`src/rtl/dcache.sv`:
```
// Direct-mapped, write-through, no-write-allocate data cache for the memory stage.
// Misses refill a whole line word-by-word; stores always go straight to memory.
module dcache #(
   parameter int LINES = 4,
   parameter int WORDS = 4
) (
   input  logic        clk,
   input  logic        reset,
   input  logic        LoadM,
   input  logic        MemWrite,
   input  logic [31:0] ALUOut,
   input  logic [31:0] WriteData,
   output logic [31:0] ReadData,
   output logic        dhit,
   output logic        mem_req,
   output logic        mem_we,
   output logic [31:0] mem_addr,
   output logic [31:0] mem_wdata,
   input  logic [31:0] mem_rdata,
   input  logic        mem_ready,
   output logic [1:0]  dbg_state
);

   localparam int OFF_W = $clog2(WORDS);
   localparam int IDX_W = $clog2(LINES);
   localparam int TAG_W = 30 - OFF_W - IDX_W;

   localparam logic [1:0] S_IDLE   = 2'd0;
   localparam logic [1:0] S_REFILL = 2'd1;
   localparam logic [1:0] S_WRITE  = 2'd2;
   localparam logic [1:0] S_DONE   = 2'd3;

   localparam logic [31:0] LINE_MASK = ~((32'd1 << (OFF_W + 2)) - 32'd1);
   localparam logic [31:0] WORD_MASK = 32'hFFFF_FFFC;

   // Memory handshake: a word moves on every cycle where mem_req and mem_ready
   // are both 1; mem_req/mem_we/mem_addr/mem_wdata hold until that cycle.

   logic [1:0]       state_q, state_d;
   logic [OFF_W-1:0] cnt_q, cnt_d;
   logic [31:0]      addr_q, addr_d;
   logic [31:0]      wdata_q, wdata_d;
   logic [LINES-1:0] valid_q, valid_d;

   logic [31:0]      data_q [LINES*WORDS];
   logic [TAG_W-1:0] tag_q  [LINES];

   logic [OFF_W-1:0] req_off, lat_off;
   logic [IDX_W-1:0] req_idx, lat_idx;
   logic [TAG_W-1:0] req_tag, lat_tag;
   logic             req_hit, lat_hit;

   logic                   arr_we;
   logic [IDX_W+OFF_W-1:0] arr_waddr;
   logic [31:0]            arr_wdata;
   logic                   tag_we;

   assign req_off = ALUOut[OFF_W+1:2];
   assign req_idx = ALUOut[OFF_W+IDX_W+1:OFF_W+2];
   assign req_tag = ALUOut[31:OFF_W+IDX_W+2];
   assign lat_off = addr_q[OFF_W+1:2];
   assign lat_idx = addr_q[OFF_W+IDX_W+1:OFF_W+2];
   assign lat_tag = addr_q[31:OFF_W+IDX_W+2];

   assign req_hit = valid_q[req_idx] && (tag_q[req_idx] == req_tag);
   assign lat_hit = valid_q[lat_idx] && (tag_q[lat_idx] == lat_tag);

   assign dbg_state = state_q;

   always_comb begin
      state_d   = state_q;
      cnt_d     = cnt_q;
      addr_d    = addr_q;
      wdata_d   = wdata_q;
      valid_d   = valid_q;
      dhit      = 1'b0;
      ReadData  = '0;
      mem_req   = 1'b0;
      mem_we    = 1'b0;
      mem_addr  = '0;
      mem_wdata = '0;
      arr_we    = 1'b0;
      arr_waddr = '0;
      arr_wdata = '0;
      tag_we    = 1'b0;
      case (state_q)
         S_IDLE: begin
            dhit = 1'b1;
            if (MemWrite) begin
               dhit    = 1'b0;
               addr_d  = ALUOut & WORD_MASK;
               wdata_d = WriteData;
               state_d = S_WRITE;
            end else if (LoadM) begin
               if (req_hit) begin
                  ReadData = data_q[{req_idx, req_off}];
               end else begin
                  // The victim line is dropped up front so an aborted refill never looks valid.
                  dhit             = 1'b0;
                  addr_d           = ALUOut & LINE_MASK;
                  cnt_d            = '0;
                  valid_d[req_idx] = 1'b0;
                  state_d          = S_REFILL;
               end
            end
         end
         S_REFILL: begin
            mem_req  = 1'b1;
            mem_addr = addr_q | (32'(cnt_q) << 2);
            if (mem_ready) begin
               arr_we    = 1'b1;
               arr_waddr = {lat_idx, cnt_q};
               arr_wdata = mem_rdata;
               cnt_d     = cnt_q + OFF_W'(1);
               if (cnt_q == OFF_W'(WORDS - 1)) begin
                  tag_we           = 1'b1;
                  valid_d[lat_idx] = 1'b1;
                  state_d          = S_IDLE;
               end
            end
         end
         S_WRITE: begin
            mem_req   = 1'b1;
            mem_we    = 1'b1;
            mem_addr  = addr_q;
            mem_wdata = wdata_q;
            if (mem_ready) begin
               if (lat_hit) begin
                  arr_we    = 1'b1;
                  arr_waddr = {lat_idx, lat_off};
                  arr_wdata = wdata_q;
               end
               state_d = S_DONE;
            end
         end
         S_DONE: begin
            // One-cycle acknowledge lets the core retire the store without reissuing it.
            dhit    = 1'b1;
            state_d = S_IDLE;
         end
         default: state_d = S_IDLE;
      endcase
   end

   always_ff @(posedge clk or negedge reset) begin
      if (!reset) begin
         state_q <= S_IDLE;
         cnt_q   <= '0;
         addr_q  <= '0;
         wdata_q <= '0;
         valid_q <= '0;
      end else begin
         state_q <= state_d;
         cnt_q   <= cnt_d;
         addr_q  <= addr_d;
         wdata_q <= wdata_d;
         valid_q <= valid_d;
      end
   end

   always_ff @(posedge clk) begin
      if (arr_we) data_q[arr_waddr] <= arr_wdata;
      if (tag_we) tag_q[lat_idx] <= lat_tag;
   end

endmodule

```
`config.mk`:
```
export PLATFORM = sky130hd
export DESIGN_NAME = dcache
export DESIGN_NICKNAME = d
export VERILOG_FILES = /design/src/rtl/dcache.sv
export SDC_FILE = /design/constraint.sdc
export NUM_CORES = 1
export LEC_CHECK = 0
export BUFFER_PORTS_ARGS = -buffer_cell sky130_fd_sc_hd__buf_4
export CORE_ASPECT_RATIO = 1.5
export CORE_MARGIN = 3
export CORE_UTILIZATION = 65
export DETAILED_ROUTE_END_ITERATION = 12
export PLACE_DENSITY = 0.85
export SETUP_SLACK_MARGIN = 0.02
export SYNTH_ARGS = -nofsm -noshare
export SYNTH_HDL_FRONTEND = slang
export SYNTH_SLANG_ARGS = --single-unit
```
`constraint.sdc`:
```
create_clock -name clk -period 11.72 [get_ports clk]
set_clock_uncertainty 0.15 [all_clocks]
set_input_delay 1.758 -clock clk [delete_from_list [all_inputs] [get_ports clk]]
set_output_delay 1.758 -clock clk [all_outputs]
set_load 0.1 [all_outputs]
```
# Word-level counts from Yosys, hierarchy flattened
# Memories as Yosys holds them, arrays and structs flattened.
# Index checks and enable logic that the tools add are counted.
# Widths: inputs -> output; s select.
# classes
addsub	1
mul	0
div	0
n_lt_le_gt_ge	4
eq_ne	15
shift	0
n_mux	60
bitwise_logic	4
reduce_logical	13
# op_table
operator	count
$mux 32	11
$pmux 32 s2	2
$eq 26x26->1	2
$mux 4	8
$or 32x4->32	1
$mux 2	10
$mux 1	19
$pmux 4 s2	2
$ne 2x2->1 const B	7
$reduce_and 5->1	2
$pmux 2 s4	1
$eq 2x2->1 const B	3
$lt 2x3->1 const B	2
$ne 3x3->1 const B	2
$reduce_and 6->1	1
$and 4x4->4	1
$bmux 1 s2	2
$demux 1 s2	2
$ge 2x1->1 const B	2
$logic_and 1x1->1	4
$not 4->4	1
$or 4x4->4	1
$pmux 1 s2	2
$pmux 2 s2	1
other kinds (7)	8
# word_totals
ff_bits	72
latchBits	0
ramBits	616
rom_bits	0
in_bits	101
mem_count	2
# mem_list
memory	words	word_bits	rd	rd_clocked_by_memory_dff	write_ports	line	source
data_q	16	32	1	0	1	45	logic [31:0] data_q [LINES*WORDS];
tag_q	4	26	2	0	1	46	logic [TAG_W-1:0] tag_q [LINES];

# Logic depth before layout (Yosys ltp)
# Gate-level depths: netlist of run 1.
# logic_depth
ltp_word	10
mapped_depth	12

# Least setup slack after synthesis of run 1
# OpenSTA, ideal clock, no wires.
# synth_timing
kind	in2out
start	input ALUOut[4]
end	output ReadData[10]
arrival_ns	5.300
required_time_ns	9.812
slack_ns	4.512
path_stages	9
path_buffers	2
path_cell_list	buf_6 mux4_2 xnor2_1 nand4_1 or4_4 a2111oi_4 nand4_1 clkbuf_1 nor2b_1
# synth_between
elab_chain_cells	7
elab_cells_between_ends	10
# synth_lines
item	line	source
start, declared	11	input logic [31:0] ALUOut,
$mem_v2 4x26 or $bmux 1 s2 (tied branches)	n/a	
$eq 26x26->1 or $mux 1 (tied branches)	65	assign req_hit = valid_q[req_idx] && (tag_q[req_idx] == req_tag);
$logic_and 1x1->1	65	
$mux 32 *	95	if (req_hit) begin
$mux 32 *	94	end else if (LoadM) begin
$mux 32 *	89	if (MemWrite) begin
$mux 32 *	86	case (state_q)
end, declared	13	output logic [31:0] ReadData,
# Mark *: on every way between the ends. The rest lies on a longest branch, timed or not. The select of a mux whose other input is x is not followed.

# Worst setup path in the final report of run 1
# layout_timing
start	input ALUOut[4]
end	output ReadData[27]
# The elaborated chain is that of the path after synthesis.

==> impl_metrics.csv, run 1 <==
group,metric,value,unit
pwr,power.share.clock,0.289,
clock_tree,cts-root-buf,"clkbuf_16",
floorplan,core-area,43200,µm²
worst_setup_path,timing.rr.end,"data_q[10][2]",
grt,grt_max_degree,71,
grt,grt_pass1_vias,16500,
grt,track_usage,0.320,
detailed_routing,routedWlPerCell,31.9,µm
finish,drive_gt1_frac,0.336,
floorplan,rows,93,
pwr,leakagePower,11.7,nW
sta,worst_pin_slew,1.23,ns
clock_tree,clkTransAtPathRegs,0.07,ns
worst_setup_path,timing.rr.start,"addr_q[5]",
place,io_buffer_count,197,
synthesis,yosysTopAreaCellShare,0.647,
finish,n_antenna_cell,0,
floorplan,io_pins,202,
pwr,intPower,0.00473,W
clock_tree,cts_tree,"done",
sta,min_period,7.80,ns
finish,area_growth,14.9,%
floorplan,die_h,263,µm
detailed_routing,vias_per_cell,6.85,
pwr,p_sw_frac,0.341,
clock_tree,clk_latency,0.60,ns
synthesis,postSynthAreaPerCell,19.6,µm²
worst_setup_path,cp_max_fo,61,
grt,antenna_found_initial,1,
detailed_routing,first_pass_iters,5,
clock_tree,cts_buffers,57,
synthesis,synth_area_leaders,"edfxtp_1 65%, mux4_2 15%, dfrtp_1 6.1%, mux2i_1 1.6%, nor2b_1 1.4%",
finish,layout_commonest_cell,"edfxtp_1",
finish,fillers,2214,
pwr,power_switching,0.00245,W
finish,multiInputGateArea,8060,µm²
worst_setup_path,arrival,5.89,ns
floorplan,die_x,177,µm
synthesis,synthFlopType,"edfxtp_1",
synthesis,ys_warn_count,0,
detailed_routing,ant_nets,0,
pwr,p_comb_frac,0.274,
worst_hold_path,hold_path_class,"reg -> reg",
grt,grt_pass1_wl,108,mm
worst_setup_path,worstRegToRegCells,10,
sta,rsz0062_at_grt,"false",
synthesis,mappedNetlistArea,28600,µm²
clock_tree,post-cts-setup-buffers,0,
worst_hold_path,hp-start,"wdata_q[16]",
synthesis,synth_seq_cells,686,
detailed_routing,vias,15600,
detailed_routing,first_iter_violations,1883,
synthesis,yosys.area.top_type,"edfxtp_1",
sta,fin_tns_setup,0,ns
pwr,cellPowerDensity,218,nW/µm²
sta,fmax,128,MHz
finish,regArea,20300,µm²
sta,finalSetupViolations,0,
place,hpwl,39.8,mm
place,place_congestion,0.950,
clock_tree,cts_max_path_buffers,3,
worst_setup_path,crit_path_end_kind,"output pin",
pwr,pwr-share-seq,0.436,
worst_setup_path,required,9.81,ns
detailed_routing,finalWirelength,72.7,mm
worst_hold_path,holdPathStages,1,
synthesis,synth_seq_area_share,0.708,
synthesis,synth-edff-count,616,
floorplan,start_util,0.662,
clock_tree,cts_sinks,686,
finish,final_cell_mix,"616 x edfxtp_1, 227 x buf_4, 190 x mux4_2",
synthesis,syn_inst,1459,
finish,nNetsFinal,1770,
grt,overflow,0,
sta,slew_headroom,0.178,
floorplan,dieArea,46600,µm²
clock_tree,htreeDepth,2,
detailed_routing,drc,0,
pwr,vdd_drop_max,0.000370,V
synthesis,ys_types,64,
sta,slew_viol_final,0,
pwr,finalPower,0.00717,W
place,placed_cell_area,30800,µm²
finish,finish.instance_area,32800,µm²
sta,finalCritPeriodShare,0.665,
sta,final_hold_viol_count,0,
worst_setup_path,path_class,"in -> out",
worst_setup_path,start_kind,"input port",
worst_setup_path,rrSetupSlack,5.62,ns
clock_tree,cts_resized,0,
clock_tree,cts_hold_buf,0,
sta,whs,0.375,ns
job,max_cap_violations,0,
run_status,status,"finished clean",
synthesis,async_flop_share,0.102,
worst_hold_path,min_to,"wdata_q[16]",
[per-stage QoR]
stage	cells	utilization	worst slack, ns
after CTS	2282	0.761	4.04
after global routing	2282	0.761	3.80
after detailed placement	2175	0.714	4.13
after global placement	2175	0.714	4.24
after floorplan	1460	-	4.51
final	2282	0.761	3.92
[cells by family (layout without fill, tap and decap cells)]
group / after synthesis / after routing / share of synthesized area
and+or+nand+nor: 217 / 217 / 0.0427
buffers and inverters: 101 / 353 / 0.0150
muxes: 297 / 297 / 0.190
DFF: 686 / 686 / 0.708
AOI/OAI and AO/OA: 109 / 109 / 0.0288
xor gates and xnor gates: 43 / 43 / 0.0132
other: 1 / 2 / 0.000131
adders and majority gates: 5 / 5 / 0.00219
[cell usage after synthesis (4+ instances only)]
| cell | n |
|---|---|
| clkbuf_1 | 51 |
| o21ai_0 | 17 |
| and2_1 | 56 |
| buf_6 | 4 |
| buf_1 | 16 |
| nor2b_1 | 66 |
| a22oi_1 | 34 |
| nand2_1 | 24 |
| mux4_2 | 190 |
| o22ai_1 | 4 |
| nand3_1 | 4 |
| mux2_1 | 27 |
| inv_1 | 18 |
| o2bb2ai_1 | 4 |
| dfrtp_1 | 70 |
| xor2_1 | 11 |
| nand4_1 | 11 |
| mux2i_1 | 45 |
| edfxtp_1 | 616 |
| mux2_2 | 35 |
| nor2_1 | 40 |
| ha_1 | 5 |
| a2111oi_0 | 5 |
| a21oi_1 | 10 |
| buf_2 | 10 |
| xnor2_1 | 32 |
[power groups by stage]
stage	Combinational (W)	Clock, W	Sequential [W]
6_report	0.00197	0.00207	0.00313
5_1_grt	0.00205	0.00217	0.00315
4_1_cts	0.00196	0.00208	0.00313
3_5_place_dp	0.00194	0	0.00317
3_3_place_gp	0.00191	0	0.00315
2_1_floorplan	0.00145	0	0.00312
[critical path, stage by stage]
cell	delay (ns)
buf_4	0.37
buf_4	0.95
mux2i_1	0.45
o22ai_1	0.15
a2111oi_0	0.46
o21ai_0	0.22
a2111oi_4	0.34
nand4_1	0.21
buf_4	0.33
nor2b_1	0.23
buf_4	0.32
[sequential cells by signal, indices dropped and copies added, names as in the netlist]
| register | count |
|---|---|
| wdata_q | 32 |
| data_q | 512 |
| tag_q | 104 |
| addr_q | 30 |
| valid_q | 4 |
| dbg_state | 2 |
| cnt_q | 2 |
[area by class of cell]
cell class | count | share of cell area
clock buffers | 70 | 0.0467
repair buffers | 228 | 0.0523
well taps | 570 | 0.0217
flip-flops and latches | 686 | 0.617
inverters | 18 | 0.00206
multi-input cells | 673 | 0.245
clock inverters | 37 | 0.0152
[worst max path at each step]
stage | to | startpoint
floorplan | ReadData[10] | ALUOut[4]
global placement | dhit | ALUOut[4]
detailed placement | ReadData[31] | ALUOut[4]
CTS | ReadData[25] | ALUOut[4]
global route | ReadData[25] | ALUOut[4]
finish | ReadData[27] | ALUOut[4]
[layer usage]
metal  vias up  GRT usage  share of wire
met5         -          0              0
met4         0      0.137          0.047
met3       229     0.0484          0.094
met2      1089      0.540           0.52
met1      7986      0.419           0.34
li1       6329          -              -
(Power assumes the default switching activity.)
==> run 2, diff against run 1 <==
Settings changed: CORE_UTILIZATION 65 to 54, PLACE_DENSITY 0.85 to 0.75.
Clock period 11.72 ns to 6.3 ns, I/O delays scaled along.
==> impl_metrics.csv, run 2 (synthesis results as in run 1) <==
group,metric,value,unit
worst_setup_path,cp_max_fo,32,
finish,final_util,0.634,
run_status,status,"finished clean",
grt,grt_max_degree,102,
worst_setup_path,critPathMostFrequentCell,"buf_4",
detailed_routing,vias,15100,
floorplan,core-area,51900,µm²
finish,final_cell_mix,"616 x edfxtp_1, 235 x buf_4, 190 x mux4_2",
place,hpwl,39.4,mm
pwr,finalPower,0.0130,W
worst_setup_path,crit_end,"ReadData[14]",
sta,worst_pin_slew,1.12,ns
detailed_routing,vias_per_cell,6.28,
sta,fin_tns_setup,0,ns
finish,largestRegisters,"data_q: 512 flops, tag_q: 104 flops, wdata_q: 32 flops",
finish,largest-register,"data_q",
worst_setup_path,timing.rr.start,"addr_q[4]",
clock_tree,post-cts-setup-buffers,0,
detailed_routing,finalWirelength,68.5,mm
clock_tree,htreeDepth,2,
worst_setup_path,rrSetupSlack,1.25,ns
floorplan,dieArea,55800,µm²
job,max_cap_violations,0,
place,place_congestion,0.877,
sta,final_hold_viol_count,0,
detailed_routing,ant_nets,0,
sta,rsz0062_at_grt,"false",
floorplan,io_pins,202,
finish,drive_gt1_frac,0.334,
detailed_routing,routedWlPerCell,28.5,µm
grt,grt_pass1_wl,102,mm
grt,track_usage,0.247,
worst_setup_path,critPathMaxStageDelay,0.61,ns
floorplan,die_x,194,µm
worst_setup_path,start_kind,"input port",
sta,finalCritPeriodShare,0.830,
place,io_buffer_count,197,
worst_setup_path,cp-startpoint,"ALUOut[4]",
worst_setup_path,arrival,4.14,ns
clock_tree,cts_resized,0,
worst_hold_path,hold_path_class,"in -> async",
clock_tree,clk_latency,0.64,ns
pwr,leakagePower,11.7,nW
floorplan,die_h,288,µm
detailed_routing,first_iter_violations,1397,
clock_tree,clkTransAtPathRegs,0.06,ns
clock_tree,cts-root-buf,"clkbuf_16",
grt,grt_pass1_vias,16100,
detailed_routing,drc,0,
finish,layout_commonest_cell,"edfxtp_1",
finish,nNetsFinal,1783,
worst_setup_path,worstPathCellList,"buf_4 > mux4_2 > xnor2_1 > nand4_1 > or4_4 > a2111oi_4 > nand4_1 > buf_4 > nor2b_1 > buf_4",
worst_setup_path,path_class,"in -> out",
pwr,vdd_drop_max,0.000473,V
finish,area_growth,15.1,%
sta,slew_headroom,0.255,
sta,fmax,191,MHz
floorplan,rows,102,
clock_tree,cts_buffers,59,
sta,finalSetupViolations,0,
worst_setup_path,timing.rr.end,"data_q[8][22]",
clock_tree,cts_sinks,686,
clock_tree,cts_max_path_buffers,3,
sta,slew_viol_final,0,
sta,min_period,5.23,ns
finish,largest_reg_flops,512,
pwr,cellPowerDensity,395,nW/µm²
clock_tree,cts_tree,"done",
clock_tree,cts_hold_buf,0,
worst_setup_path,worstRegToRegCells,10,
worst_setup_path,required,5.20,ns
detailed_routing,first_pass_iters,5,
grt,overflow,0,
worst_setup_path,worst_path_max_delay_cell,"or4_4",
floorplan,start_util,0.550,
worst_setup_path,crit_path_end_kind,"output pin",
grt,antenna_found_initial,0,
==> run 2: metrics by stage <==
step / cell area, µm² / setup slack [ns] / std cells / hold slack [ns]
2_1_floorplan: 28600 / 0.718 / 1460 / 0.322
3_3_place_gp: 31100 / 1.06 / 2292 / 0.355
3_5_place_dp: 31100 / 1.06 / 2292 / 0.365
4_1_cts: 32900 / 1.05 / 2403 / 0.0446
5_1_grt: 32900 / 0.793 / 2403 / 0.0515
6_report: 32900 / 1.07 / 2404 / 0.0533
==> run 2: metal layers <==
layer	share of wire	vias to the layer above	track usage
met5	0	-	0
met4	0.038	0	0.0864
met3	0.072	139	0.0409
met2	0.53	683	0.440
met1	0.36	7913	0.310
li1	-	6364	-
==> run 2: worst min path at each step <==
| stage | start | to | slack, ns | depth (start not counted) |
|---|---|---|---|---|
| floorplan | valid_q[2] | valid_q[2] | 0.32 | 1 |
| global placement | wdata_q[14] | wdata_q[14] | 0.35 | 1 |
| detailed placement | wdata_q[11] | wdata_q[11] | 0.36 | 1 |
| CTS | reset | wdata_q[26] | 0.04 | 1 |
| global route | reset | wdata_q[26] | 0.05 | 1 |
| finish | reset | wdata_q[26] | 0.05 | 1 |
==> run 2: layout make-up <==
class                   count  area (µm²)
well taps                 676         846
repair buffers            239        1840
clock buffers              81        1590
inverters                  18        67.6
diodes                      1        2.50
fillers                  3510       19000
multi-input cells         673        8060
clock inverters            30         263
flip-flops and latches    686       20300
==> run 2: worst max-delay path: cells and delay by family <==
kind	cells	cell delay, ns
buffers and inverters	3	0.89
AND/OR/NAND/NOR	4	1.16
AO/OA/AOI/OAI	1	0.37
XOR/XNOR	1	0.21
multiplexers	1	0.55
==> run 2: where the power goes <==
group          switching [W]  leakage (nW)  internal (W)
combinational        0.00256          3.85       0.00110
clock                0.00162         0.902       0.00190
sequential          0.000333          6.95       0.00548
total                0.00452          11.7       0.00848
==> run 3, diff against run 2 <==
Clock period 6.3 ns to 4.3 ns, I/O delays scaled along.
==> impl_metrics.csv, run 3 (synthesis results as in run 1) <==
group,metric,value,unit
sta,min_period,4.38,ns
run_status,violations,"negative setup slack",
grt,grt_max_degree,85,
sta,worst_pin_slew,1.11,ns
place,hpwl,40.6,mm
floorplan,io_pins,202,
detailed_routing,ant_nets,0,
floorplan,start_util,0.550,
clock_tree,cts_sinks,686,
finish,largest_reg_flops,512,
detailed_routing,first_pass_iters,5,
worst_setup_path,critPathMaxStageDelay,0.59,ns
detailed_routing,top_layer_used,"met4",
grt,grt_pass1_vias,16500,
detailed_routing,finalWirelength,71.1,mm
pwr,cellPowerDensity,568,nW/µm²
worst_hold_path,hold_path_class,"in -> reg",
place,io_buffer_count,197,
finish,layout_commonest_cell,"edfxtp_1",
job,max_cap_violations,0,
sta,slew_viol_final,0,
clock_tree,clkTransAtPathRegs,0.07,ns
sta,fin_tns_setup,-1.50,ns
worst_hold_path,hp-start,"WriteData[14]",
finish,nNetsFinal,1845,
finish,largestRegisters,"data_q: 512 flops, tag_q: 104 flops, wdata_q: 32 flops",
detailed_routing,routedWlPerCell,28.8,µm
sta,rsz0062_at_grt,"true",
worst_setup_path,worst_path_max_delay_cell,"or4_4",
worst_setup_path,crit_family,"simple AND/OR/NAND/NOR gates",
floorplan,core-area,51900,µm²
worst_setup_path,cp-startpoint,"tag_q[3][18]",
detailed_routing,wl_met2,38.3,mm
finish,fillers,3311,
finish,multiInputGateArea,8370,µm²
pwr,vdd_drop_max,0.000698,V
detailed_routing,drc,0,
finish,largest-register,"data_q",
floorplan,dieArea,55800,µm²
clock_tree,clk_latency,0.60,ns
sta,finalCritPeriodShare,1.02,
floorplan,die_x,194,µm
place,pre_cts_slack,-0.195,ns
place,place_congestion,0.956,
sta,setup_slack,-0.0763,ns
sta,finalSetupViolations,32,
grt,grt_pass1_wl,106,mm
place,place_inst,2347,
floorplan,rows,102,
worst_setup_path,worstPathCellList,"mux4_2 > xnor2_2 > nand4_1 > or4_4 > a2111oi_4 > nand4_1 > buf_6 > buf_12 > nor2b_4 > buf_12",
run_status,status,"complete, but fails checks",
worst_setup_path,crit_path_end_kind,"output pin",
detailed_routing,first_iter_violations,1624,
clock_tree,htreeDepth,2,
worst_setup_path,timing.rr.start,"addr_q[4]",
detailed_routing,vias_per_cell,6.23,
clock_tree,cts_buffers,59,
finish,n_antenna_cell,0,
finish,fin_cells,2465,
finish,final_util,0.667,
detailed_routing,vias,15400,
finish,area_growth,21.2,%
worst_setup_path,arrival,3.58,ns
clock_tree,cts-root-buf,"clkbuf_16",
detailed_routing,wl_met3,5.03,mm
clock_tree,cts_max_path_buffers,3,
grt,antenna_found_initial,0,
worst_setup_path,required,3.50,ns
worst_setup_path,crit_buf_inv,3,
finish,final_cell_mix,"616 x edfxtp_1, 234 x buf_4, 190 x mux4_2",
detailed_routing,routedLengthMet1,25.3,mm
sta,final_hold_viol_count,0,
floorplan,die_h,288,µm
sta,slew_headroom,0.255,
worst_setup_path,cp_max_fo,16,
finish,drive_gt1_frac,0.393,
pwr,leakagePower,12.4,nW
clock_tree,cts_tree,"done",
sta,fmax,229,MHz
grt,overflow,0,
grt,track_usage,0.255,
finish,regArea,20300,µm²
worst_setup_path,start_kind,"register",
worst_setup_path,path_class,"reg -> out",
==> run 3: area by class of cell <==
type                            count  share of cell area
Clock buffer                       59              0.0426
Clock inverter                     52              0.0164
Inverter                           18             0.00195
Multi-Input combinational cell    673               0.241
Sequential cell                   686               0.584
Tap cell                          676              0.0244
Timing Repair Buffer              301              0.0890
==> run 3: stage by stage <==
step | hold WS (ns) | power [W] | cell area, µm²
detailed placement | 0.365 | 0.0142 | 32100
CTS | 0.0838 | 0.0198 | 34600
global route | 0.0956 | 0.0203 | 34700
global placement | 0.354 | 0.0141 | 32100
finish | 0.118 | 0.0197 | 34700
floorplan | 0.199 | 0.0126 | 29000
==> run 3: report_power, final <==
| group | total [W] | internal [W] | switching [W] | leakage [nW] |
|---|---|---|---|---|
| Sequential | 0.00851 | 0.00802 | 0.000493 | 6.95 |
| Clock | 0.00558 | 0.00314 | 0.00245 | 0.990 |
| Combinational | 0.00558 | 0.00180 | 0.00378 | 4.46 |
==> run 3: path summary, 6_finish.rpt <==
check / to / slack [ns] / cells after the start
worst max-delay path: ReadData[24] / -0.08 / 10
worst min-delay path: wdata_q[14] / 0.12 / 2
worst max register to register: data_q[7][5] / 0.24 / 13
worst min register to register: wdata_q[26] / 0.38 / 1
max in group asynchronous: wdata_q[6] / 2.62 / 3
min in group asynchronous: addr_q[10] / 0.55 / 2
==> run 3: metal layers <==
| metal | global-route usage | up-vias |
|---|---|---|
| met3 | 0.0377 | 162 |
| met2 | 0.458 | 747 |
| li1 | - | 6474 |
| met4 | 0.0914 | 0 |
| met5 | 0 | - |
| met1 | 0.320 | 7970 |
==> run 3: what timing repair did <==
| action | 4_1_cts | 5_1_grt |
|---|---|---|
| gates resized for setup | 104 | 11 |
| cloned | 1 | 1 |
| hold buffers | 1 | 0 |
| setup endpoints to repair | 33 | 83 |
| hold endpoints to repair | 44 | 0 |
| pin swaps | 4 | 4 |
| setup buffers | 2 | 2 |
